## src/rtl/alu_muldiv_pkg.sv

```systemverilog
`default_nettype none
// ============================================================================
// Module      : alu_muldiv_pkg
// Description : Operation codes and FSM states for the multiply/divide unit.
// Revision    : 1.0
// ============================================================================
package alu_muldiv_pkg;

    typedef enum logic [2:0] {
        MD_NOP   = 3'd0,
        MD_MULT  = 3'd1,
        MD_MULTU = 3'd2,
        MD_DIV   = 3'd3,
        MD_DIVU  = 3'd4,
        MD_MTHI  = 3'd5,
        MD_MTLO  = 3'd6,
        MD_RSVD  = 3'd7
    } md_op_e;

    typedef enum logic [1:0] {
        S_IDLE   = 2'd0,
        S_RUN    = 2'd1,
        S_FINISH = 2'd2
    } md_state_e;

endpackage
`default_nettype wire

```

## src/rtl/alu_muldiv_if.sv

```systemverilog
`default_nettype none
// ============================================================================
// Module      : alu_muldiv_if
// Description : Issue/result bundle between the execute-stage controller and the unit.
// Revision    : 1.0
// ============================================================================
interface alu_muldiv_if #(
    parameter int WIDTH = 32
);
    import alu_muldiv_pkg::*;

    logic [WIDTH-1:0] a;
    logic [WIDTH-1:0] b;
    md_op_e           md_op;
    logic             start;
    logic             busy;
    logic             done;
    logic             div_by_zero;
    logic [WIDTH-1:0] hi;
    logic [WIDTH-1:0] lo;

    modport master (
        output a, b, md_op, start,
        input  busy, done, div_by_zero, hi, lo
    );

    modport slave (
        input  a, b, md_op, start,
        output busy, done, div_by_zero, hi, lo
    );

endinterface
`default_nettype wire

```

## src/rtl/alu_muldiv_md_iter_step.sv

```systemverilog
`default_nettype none
// ============================================================================
// Module      : md_iter_step
// Description : One shift-add multiply or restoring-divide iteration on magnitudes.
// Revision    : 1.0
// ============================================================================
module md_iter_step #(
    parameter int WIDTH = 32
) (
    input  wire logic [2*WIDTH-1:0] i_acc,
    input  wire logic [WIDTH-1:0]   i_operand,
    input  wire logic               i_is_div,
    output logic      [2*WIDTH-1:0] o_acc_next,
    output logic                    o_q_bit
);

    logic [WIDTH:0]   w_mul_sum;
    logic [WIDTH:0]   w_partial;
    logic [WIDTH-1:0] w_diff;
    logic             w_ge;

    assign w_mul_sum = {1'b0, i_acc[2*WIDTH-1:WIDTH]} + (i_acc[0] ? {1'b0, i_operand} : '0);
    assign w_partial = {i_acc[2*WIDTH-1:WIDTH], i_acc[WIDTH-1]};
    assign w_ge      = (w_partial >= {1'b0, i_operand});
    // When the subtraction is taken the result is below the divisor, so W bits suffice.
    assign w_diff    = w_partial[WIDTH-1:0] - i_operand;

    always_comb begin
        o_acc_next = {w_mul_sum, i_acc[WIDTH-1:1]};
        o_q_bit    = 1'b0;
        if (i_is_div) begin
            o_q_bit    = w_ge;
            o_acc_next = {(w_ge ? w_diff : w_partial[WIDTH-1:0]), i_acc[WIDTH-2:0], 1'b0};
        end
    end

endmodule
`default_nettype wire

```

## src/rtl/alu_muldiv.sv

```systemverilog
`default_nettype none
// ============================================================================
// Module      : alu_muldiv
// Description : Iterative MULT/MULTU/DIV/DIVU unit with the HI/LO register pair.
// Revision    : 1.0
// ============================================================================
module alu_muldiv
    import alu_muldiv_pkg::*;
#(
    parameter int WIDTH = 32,
    parameter int CNT_W = $clog2(WIDTH) + 1
) (
    input  wire logic   clk,
    input  wire logic   rst,
    alu_muldiv_if.slave bus
);

    md_state_e          r_state;
    md_state_e          w_state_next;
    logic [2*WIDTH-1:0] r_acc;
    logic [WIDTH-1:0]   r_operand;
    logic [CNT_W-1:0]   r_cnt;
    logic               r_is_div;
    logic               r_neg_q;
    logic               r_neg_r;
    logic               r_dz;
    logic               r_dz_flag;
    logic [WIDTH-1:0]   r_hi;
    logic [WIDTH-1:0]   r_lo;

    logic               w_accept;
    logic               w_iter_op;
    logic               w_signed;
    logic               w_div;
    logic               w_sa;
    logic               w_sb;
    logic [WIDTH-1:0]   w_mag_a;
    logic [WIDTH-1:0]   w_mag_b;
    logic [2*WIDTH-1:0] w_step_acc;
    logic               w_q_bit;
    logic [2*WIDTH-1:0] w_acc_next;
    logic [2*WIDTH-1:0] w_prod;
    logic [WIDTH-1:0]   w_quo;
    logic [WIDTH-1:0]   w_rem;
    logic [WIDTH-1:0]   w_res_hi;
    logic [WIDTH-1:0]   w_res_lo;
    logic               w_last;

    assign w_accept  = (r_state == S_IDLE) && bus.start;
    assign w_signed  = (bus.md_op == MD_MULT) || (bus.md_op == MD_DIV);
    assign w_div     = (bus.md_op == MD_DIV) || (bus.md_op == MD_DIVU);
    assign w_iter_op = w_div || (bus.md_op == MD_MULT) || (bus.md_op == MD_MULTU);
    assign w_sa      = w_signed & bus.a[WIDTH-1];
    assign w_sb      = w_signed & bus.b[WIDTH-1];
    assign w_mag_a   = w_sa ? -bus.a : bus.a;
    assign w_mag_b   = w_sb ? -bus.b : bus.b;
    assign w_last    = (r_cnt == CNT_W'(1));

    md_iter_step #(.WIDTH(WIDTH)) u_step (
        .i_acc      (r_acc),
        .i_operand  (r_operand),
        .i_is_div   (r_is_div),
        .o_acc_next (w_step_acc),
        .o_q_bit    (w_q_bit)
    );

    assign w_acc_next = {w_step_acc[2*WIDTH-1:1], w_step_acc[0] | w_q_bit};
    assign w_prod     = r_neg_q ? -w_acc_next : w_acc_next;
    assign w_quo      = r_neg_q ? -w_acc_next[WIDTH-1:0] : w_acc_next[WIDTH-1:0];
    assign w_rem      = r_neg_r ? -w_acc_next[2*WIDTH-1:WIDTH] : w_acc_next[2*WIDTH-1:WIDTH];

    // A zero divisor bypasses the sign fix: the raw path yields all-ones / dividend.
    always_comb begin
        w_res_hi = w_prod[2*WIDTH-1:WIDTH];
        w_res_lo = w_prod[WIDTH-1:0];
        if (r_is_div) begin
            if (r_dz) begin
                w_res_hi = w_acc_next[2*WIDTH-1:WIDTH];
                w_res_lo = w_acc_next[WIDTH-1:0];
            end else begin
                w_res_hi = w_rem;
                w_res_lo = w_quo;
            end
        end
    end

    always_ff @(posedge clk) begin
        if (rst) r_state <= S_IDLE;
        else     r_state <= w_state_next;
    end

    always_comb begin
        w_state_next = r_state;
        case (r_state)
            S_IDLE:   if (w_accept && w_iter_op) w_state_next = S_RUN;
            S_RUN:    if (w_last) w_state_next = S_FINISH;
            S_FINISH: w_state_next = S_IDLE;
            default:  w_state_next = S_IDLE;
        endcase
    end

    always_ff @(posedge clk) begin
        if (rst) begin
            r_acc     <= '0;
            r_operand <= '0;
            r_cnt     <= '0;
            r_is_div  <= 1'b0;
            r_neg_q   <= 1'b0;
            r_neg_r   <= 1'b0;
            r_dz      <= 1'b0;
            r_dz_flag <= 1'b0;
            r_hi      <= '0;
            r_lo      <= '0;
        end else begin
            case (r_state)
                S_IDLE: begin
                    if (w_accept) begin
                        case (bus.md_op)
                            MD_MULT, MD_MULTU, MD_DIV, MD_DIVU: begin
                                r_acc     <= {{WIDTH{1'b0}}, (w_div ? w_mag_a : w_mag_b)};
                                r_operand <= w_div ? w_mag_b : w_mag_a;
                                r_cnt     <= CNT_W'(WIDTH);
                                r_is_div  <= w_div;
                                r_neg_q   <= w_sa ^ w_sb;
                                r_neg_r   <= w_sa;
                                r_dz      <= w_div && (bus.b == '0);
                                r_dz_flag <= 1'b0;
                            end
                            MD_MTHI: begin
                                r_hi      <= bus.a;
                                r_dz_flag <= 1'b0;
                            end
                            MD_MTLO: begin
                                r_lo      <= bus.a;
                                r_dz_flag <= 1'b0;
                            end
                            default: ;
                        endcase
                    end
                end
                S_RUN: begin
                    r_acc <= w_acc_next;
                    r_cnt <= r_cnt - CNT_W'(1);
                    // Results land on the edge into FINISH so they are visible with DONE.
                    if (w_last) begin
                        r_hi      <= w_res_hi;
                        r_lo      <= w_res_lo;
                        r_dz_flag <= r_is_div & r_dz;
                    end
                end
                default: ;
            endcase
        end
    end

    assign bus.busy        = (r_state != S_IDLE);
    assign bus.done        = (r_state == S_FINISH);
    assign bus.div_by_zero = r_dz_flag;
    assign bus.hi          = r_hi;
    assign bus.lo          = r_lo;

endmodule
`default_nettype wire

```

## src/flat_wrapper.sv

```systemverilog
// flat-port wrapper written by rule: the top's interface ports become plain ports
module alu_muldiv_flat import alu_muldiv_pkg::*;
#(
    parameter int WIDTH = 32,
    parameter int CNT_W = $clog2(WIDTH) + 1
)
  (clk, rst, bus_a, bus_b, bus_md_op, bus_start, bus_busy, bus_done, bus_div_by_zero, bus_hi, bus_lo);
  alu_muldiv_if #(.WIDTH(WIDTH)) bus_i ();
  input  wire logic clk;
  input  wire logic rst;
  input wire logic [$bits(bus_i.a)-1:0] bus_a;
  input wire logic [$bits(bus_i.b)-1:0] bus_b;
  input wire logic [$bits(bus_i.md_op)-1:0] bus_md_op;
  input wire logic [$bits(bus_i.start)-1:0] bus_start;
  output wire logic [$bits(bus_i.busy)-1:0] bus_busy;
  output wire logic [$bits(bus_i.done)-1:0] bus_done;
  output wire logic [$bits(bus_i.div_by_zero)-1:0] bus_div_by_zero;
  output wire logic [$bits(bus_i.hi)-1:0] bus_hi;
  output wire logic [$bits(bus_i.lo)-1:0] bus_lo;
  assign bus_i.a = bus_a;
  assign bus_i.b = bus_b;
  assign bus_i.md_op = bus_md_op;
  assign bus_i.start = bus_start;
  assign bus_busy = bus_i.busy;
  assign bus_done = bus_i.done;
  assign bus_div_by_zero = bus_i.div_by_zero;
  assign bus_hi = bus_i.hi;
  assign bus_lo = bus_i.lo;
  alu_muldiv #(.WIDTH(WIDTH), .CNT_W(CNT_W)) u_core (.clk(clk), .rst(rst), .bus(bus_i));
endmodule
```

## config.mk

```make
export PLATFORM = sky130hd
export DESIGN_NAME = alu_muldiv_flat
export DESIGN_NICKNAME = d
export VERILOG_FILES = /design/src/rtl/alu_muldiv_pkg.sv /design/src/rtl/alu_muldiv_if.sv /design/src/rtl/alu_muldiv_md_iter_step.sv /design/src/rtl/alu_muldiv.sv /design/src/flat_wrapper.sv
export SDC_FILE = /design/constraint.sdc
export NUM_CORES = 1
export LEC_CHECK = 0
export CAP_MARGIN = 20
export CORE_MARGIN = 10
export CORE_UTILIZATION = 47
export DETAILED_ROUTE_END_ITERATION = 8
export PLACE_DENSITY = 0.75
export SYNTH_ARGS = -nofsm -noshare
export SYNTH_HDL_FRONTEND = slang
export SYNTH_HIERARCHICAL = 1
export SYNTH_SLANG_ARGS = --single-unit
```

## constraint.sdc

```tcl
create_clock -name clk -period 13.85 [get_ports clk]
set_clock_uncertainty 0.05 [all_clocks]
set_input_delay 2.77 -clock clk [delete_from_list [all_inputs] [get_ports clk]]
set_output_delay 2.77 -clock clk [all_outputs]
set_load 0.02 [all_outputs]
```

# Yosys cells after proc, flatten, opt, wreduce, memory -nomap -nowiden
# Index checks and enable logic that the tools add are counted.
# Widths: inputs -> output; s select.
op_classes:
  bitwise: 5
  magnitude_cmp: 1
  n_reduce_logical: 19
  eq_ne: 16
  n_mux: 36
  n_addsub: 8
op_table:
  columns: ["operator", "n"]
  rows:
  - ["$mux 32", 18]
  - ["$mux 64", 4]
  - ["$neg 32->32", 4]
  - ["$pmux 32 s2", 2]
  - ["$pmux 64 s2", 1]
  - ["$neg 64->64", 1]
  - ["$add 32x33->33", 1]
  - ["$ge 33x32->1", 1]
  - ["$logic_not 32->1", 1]
  - ["$sub 32x32->32", 1]
  - ["$mux 6", 2]
  - ["$pmux 6 s2", 1]
  - ["$reduce_and 4->1", 3]
  - ["$ne 2x2->1 const B", 5]
  - ["$eq 3x3->1 const B", 3]
  - ["$eq 3x2->1 const B", 2]
  - ["$eq 6x1->1 const B", 1]
  - ["$reduce_and 3->1", 2]
  - ["$reduce_or 6->1", 1]
  - ["$sub 6x1->6 const B", 1]
  - ["$logic_or 1x1->1", 4]
  - ["$mux 1", 4]
  - ["$mux 2", 2]
  - ["$ne 2x1->1 const B", 2]
  - ["other kinds (13)", 18]
totals:
  output_inout_bits: 67
  elab_cells: 96
  ff_bits: 173

# Longest topological paths before layout
logic_depth:
  word_depth: 10
  ltp_mapped: 22
  ltp_nobuf: 19

# By module
# The synthesis kept the hierarchy.
by_module_without_submodules:
  columns: ["module", "n_inst", "cells_per_inst", "seq_area_each_um2", "area_per_inst_um2"]
  rows:
  - ["alu_muldiv", 1, 1437, 3463.3, 10731.5]
  - ["md_iter_step", 1, 656, 0.0, 4805.9]

# Worst setup path after synthesis
# No wires, ideal clock.
synth_path:
  path_type: "input to register"
  from: "input port bus_b[1]"
  to: "register u_core.r_acc[22]"
  n_path_buf: 0
  stages: 8
  arrival_time_ns: 4.851
  setup_ns: 0.132
  t_required_ns: 13.668
  setup_slack_ns: 8.816
  cell_sequence: "inv_1 ha_1 nor3b_1 nor4b_1 a21oi_1 xnor2_1 a222oi_1 a21oi_1"
synth_via:
  elab_chain_cells: 6
synth_lines:
  columns: ["element", "line", "text"]
  rows:
  - ["from (decl)", "flat_wrapper.sv:12", "input wire logic [$bits(bus_i.b)-1:0] bus_b;"]
  - ["$neg 32->32", "alu_muldiv.sv:56", "assign w_mag_b = w_sb ? -bus.b : bus.b;"]
  - ["$mux 32", "alu_muldiv.sv:56", null]
  - ["$mux 32", "alu_muldiv.sv:120", "r_acc <= {{WIDTH{1'b0}}, (w_div ? w_mag_a : w_mag_b)};"]
  - ["$mux 64", "alu_muldiv.sv:118", "case (bus.md_op)"]
  - ["$mux 64", "alu_muldiv.sv:117", "if (w_accept) begin"]
  - ["$pmux 64 s2", "alu_muldiv.sv:115", "case (r_state)"]
  - ["to (signal assigned)", "alu_muldiv.sv:120", null]
  - ["to (signal assigned)", "alu_muldiv.sv:142", "r_acc <= w_acc_next;"]
  - ["to (decl)", "alu_muldiv.sv:20", "logic [2*WIDTH-1:0] r_acc;"]
# Every way passes these cells. The select of a mux whose other input is x is not followed.
# A chain may end at the register's enable or synchronous reset.

# Worst setup path after layout
layout_path:
  from: "register u_core.r_operand[11]"
  to: "register u_core.r_hi[24] (netlist: u_core/bus.hi[24])"
layout_via:
  elab_chain_cells: 9
  elab_cells_between_ends: 16
  cone_classes: "add/sub: 4; order compare: 1; mux: 10; bitwise: 1"
layout_lines:
  columns: ["element", "line", "text"]
  rows:
  - ["from (decl)", "alu_muldiv.sv:21", "logic [WIDTH-1:0] r_operand;"]
  - ["from (signal assigned)", "alu_muldiv.sv:121", "r_operand <= w_div ? w_mag_b : w_mag_a;"]
  - ["$ge 33x32->1 (*)", "alu_muldiv_md_iter_step.sv:24", "assign w_ge = (w_partial >= {1'b0, i_operand});"]
  - ["$mux 32 (*)", "alu_muldiv_md_iter_step.sv:33", "o_acc_next = {(w_ge ? w_diff : w_partial[WIDTH-1:0]), i_acc[WIDTH-2:0], 1'b0};"]
  - ["$mux 64 (*)", "alu_muldiv_md_iter_step.sv:31", "if (i_is_div) begin"]
  - ["net u_core.w_step_acc[41]", "alu_muldiv.sv:39", "logic [2*WIDTH-1:0] w_step_acc;"]
  - ["$neg 32->32", "alu_muldiv.sv:70", "assign w_rem = r_neg_r ? -w_acc_next[2*WIDTH-1:WIDTH] : w_acc_next[2*WIDTH-1:WIDTH];"]
  - ["$mux 32", "alu_muldiv.sv:70", null]
  - ["$mux 32", "alu_muldiv.sv:77", "if (r_dz) begin"]
  - ["$mux 32 (*)", "alu_muldiv.sv:76", "if (r_is_div) begin"]
  - ["$mux 32 (*)", "alu_muldiv.sv:145", "if (w_last) begin"]
  - ["$pmux 32 s2 (*)", "alu_muldiv.sv:115", null]
  - ["to (signal assigned)", "alu_muldiv.sv:130", "r_hi <= bus.a;"]
  - ["to (signal assigned)", "alu_muldiv.sv:146", "r_hi <= w_res_hi;"]
  - ["to (decl)", "alu_muldiv.sv:28", "logic [WIDTH-1:0] r_hi;"]
# The timed path passes the listed nets; every way through them passes the cells marked *. The select of a mux whose other input is x is not followed.

==> results by group <==
Placement
  – DP Worst Slack: 7.83 ns
  – DPL Wire Length: 49.7 mm
  – IO buf count: 136
  – Gpl congestion: 1.00

Timing
  – Relative slew slack: 0.146
  – Worst Slack Setup Final: 7.72 ns
  – Final setup violation count: 0
  – Final Hold Viols: 0
  – Period utilisation layout: 0.443
  – Max Slew Vio Count: 0
  – Fmax achieved: 163 MHz
  – Final Critical Period: 6.13 ns
  – RSZ-0062 raised after global routing: false
  – Worst-Margin Slew: 1.28 ns
  – Min Hold Slack: 0.409 ns
  – Setup TNS: 0 ns

Critical path
  – Critical Path Stages: 18
  – Setup crit end kind: flop
  – Critical path buffers and inverters: 2
  – Required time of the critical path: 14.09 ns
  – Worst r2r src: u_core/r_operand[11]
  – Crit Path Category: flop to flop
  – CP arrival: 6.37 ns
  – R2R depth: 18
  – Most frequent CP cell: o21ai_1
  – Slowest-stage cell, CP: nor4_1
  – CP delay by family, top: simple AND/OR/NAND/NOR gates
  – Largest stage delay, worst path: 1.06 ns
  – CP startpoint kind: flop
  – Sequence of cells on the critical path: inv_1, ha_1, nand3_2, nor3_2, o21ai_1, a21o_1, a21oi_4, a31o_4, o21a_2, buf_4, mux2i_1, o21ai_1, nor4_1, nand2_1, or4_1, a21oi_1, xor2_1, a211oi_1
  – Critical Path Start: u_core/r_operand[11]
  – Critical path fanouts, max: 35

Logic synthesis
  – Leading area contributor after synthesis: dfxtp_1
  – Post-Syn Area: 15500 um2
  – Syn Nets: 2235
  – Post-synth top cells: a21oi_1, nand2_1, nor2_1
  – Synth Flop Type: dfxtp_1
  – EDFF count, synth: 0
  – Largest cells by area after synthesis: dfxtp_1, a21oi_1, ha_1
  – Avg Synthesized Cell Area: 7.42 um2
  – Share of flip-flops with an asynchronous set or reset: 0
  – Post-synth top area share: 0.223
  – #FFs+latches synth: 173
  – Synth Warn #: 6
  – Syn Inst Count: 2093
  – Count of cell types in the netlist: 96
  – Sequential area share after synthesis: 0.223

Drt
  – Final WL: 65.8 mm
  – Via count: 17.2k
  – Pre-Repair DR Iteration Count: 6
  – Detail Route Antenna Nets: 0
  – DR iter-0 viols: 2304
  – WL/cell: 25.3 um
  – Via density: 6.60
  – DRC Markers: 0

CTS
  – Number of setup buffers added after CTS: 0
  – Post-cts sizing count: 0
  – Root buffer cell: clkbuf_16
  – Worst-path clk slew: 0.07 ns
  – Htree depth: 4
  – TritonCTS Buffers: 17
  – Clock latency at the later pin of the worst-skew pair: 0.46 ns
  – Clk buf depth: 2
  – CTS tree: done
  – # hold bufs at CTS: 0
  – CTS sink count: 173

Layout
  – Net count, final: 2286
  – N_diodes: 0
  – Core Util, Final: 0.544
  – Area Overhead vs Synth: 14.2%
  – Share of cells above drive strength 1: 0.0700

Power and ir drop
  – Peak supply drop: 0.0874 mV
  – LEAKAGE: 6.82 nW
  – Total power: 1.85 mW
  – Pwr per Cell Area: 104 nW/um2

Die
  – Total Die Area: 40700 um2
  – Die Span X: 202 um
  – Die Y: 202 um
  – Num rows: 66
  – Initial cell density of the core: 0.476
  – Io pins: 137
  – Core Area: 32600 um2

Global route
  – Antenna violations before repair: 2
  – Vias in the first global route: 16.1k
  – Total GRT Usage: 0.308
  – Grt total ovfl: 0
  – Largest net degree at the start of global routing: 77
  – Global-route wire length before repair: 98.5 mm

Worst hold path
  – Hold Crit Start: u_core/bus.lo[24]
  – Hold path cells: 2
  – Hold WC Path Type: flop to flop

Run status
  – Status: finished, final reports clean

Flow run
  – Max cap viols: 0
## worst reg2reg max path, cell delays in order, from the launching register on
cell	delay, ns
dfxtp_1	0.49
inv_1	0.09
ha_1	0.41
nand3_2	0.16
nor3_2	0.24
o21ai_1	0.11
a21o_1	0.23
a21oi_4	0.23
a31o_4	0.19
o21a_2	0.12
buf_4	0.49
mux2i_1	0.30
o21ai_1	0.32
nor4_1	1.06
nand2_1	0.27
or4_1	0.55
a21oi_1	0.19
xor2_1	0.33
a211oi_1	0.13
## sequential cells by signal, summed over array words and instances, names as in the netlist
name / count
u_core/bus.div_by_zero: 1
u_core/bus.hi: 32
u_core/bus.lo: 32
u_core/r_acc: 64
u_core/r_cnt: 6
u_core/r_dz: 1
u_core/r_is_div: 1
u_core/r_neg_q: 1
u_core/r_neg_r: 1
u_core/r_operand: 32
u_core/r_state: 2
## routing by layer
metal,vias to the layer above,GRT usage,part of all wire,wire (um)
met3,181,0.0481,0.081,5310
met1,8236,0.396,0.41,27200
li1,7800,-,-,-
met2,933,0.484,0.45,29400
met4,2,0.169,0.058,3850
met5,-,0,0.00026,17
## cells by family (layout without fill, tap and decap cells)
logic type | count (synthesis) | count (layout) | share of synthesized area
flip-flops | 173 | 173 | 0.223
AO/OA/AOI/OAI | 634 | 634 | 0.276
multiplexers | 76 | 76 | 0.0520
XOR/XNOR | 160 | 160 | 0.0902
AND/OR/NAND/NOR | 762 | 762 | 0.243
adder cells (fa/ha/maj) | 72 | 72 | 0.0589
buffers and inverters | 216 | 280 | 0.0573
## power breakdown
group / internal (mW) / leakage [nW] / total, mW / switching (mW)
Combinational: 0.280 / 5.12 / 0.778 / 0.498
Clock: 0.275 / 0.291 / 0.511 / 0.236
Sequential: 0.525 / 1.41 / 0.558 / 0.0334
Total: 1.08 / 6.82 / 1.85 / 0.768
## path summary, 6_finish.rpt
| kind | end | slack (ns) |
|---|---|---|
| max | u_core/bus.hi[24] | 7.72 |
| min reg2reg | u_core/bus.lo[24] | 0.41 |
| max reg2reg | u_core/bus.hi[24] | 7.72 |
| min | u_core/bus.lo[24] | 0.41 |
## layout by cell type (no fill, tap or decap), types with 24 or more instances in the layout
master | synthesis | layout
nand2_1 | 206 | 206
a21oi_1 | 206 | 206
nor2_1 | 204 | 204
dfxtp_1 | 173 | 172
clkdlybuf4s50_1 | 0 | 135
xnor2_1 | 83 | 83
xor2_1 | 77 | 77
inv_1 | 74 | 74
o21ai_0 | 72 | 72
ha_1 | 70 | 70
nand3_1 | 68 | 67
a31oi_1 | 47 | 47
and2_1 | 45 | 45
nor3_1 | 43 | 42
mux2i_1 | 41 | 41
buf_4 | 0 | 36
a21o_1 | 34 | 34
mux2_2 | 34 | 34
or3_1 | 30 | 30
o211ai_1 | 29 | 29
a222oi_1 | 25 | 25
nor4_1 | 24 | 24
nand4_1 | 24 | 24
## stage by stage
step	area, um2	cells
final	17700	2599
after global routing	17700	2599
after CTS	17700	2598
after detailed placement	17100	2566
after global placement	17100	2564
after floorplan	15500	2093
## layout make-up
cell class / instances / area (um2)
Clock buffer: 19 / 443
Clock inverter: 13 / 154
Fill cell: 3161 / 14900
Inverter: 75 / 282
Multi-Input combinational cell: 1704 / 11200
Sequential cell: 173 / 3460
Tap cell: 442 / 553
Timing Repair Buffer: 173 / 1630
(Power assumes the default switching activity.)
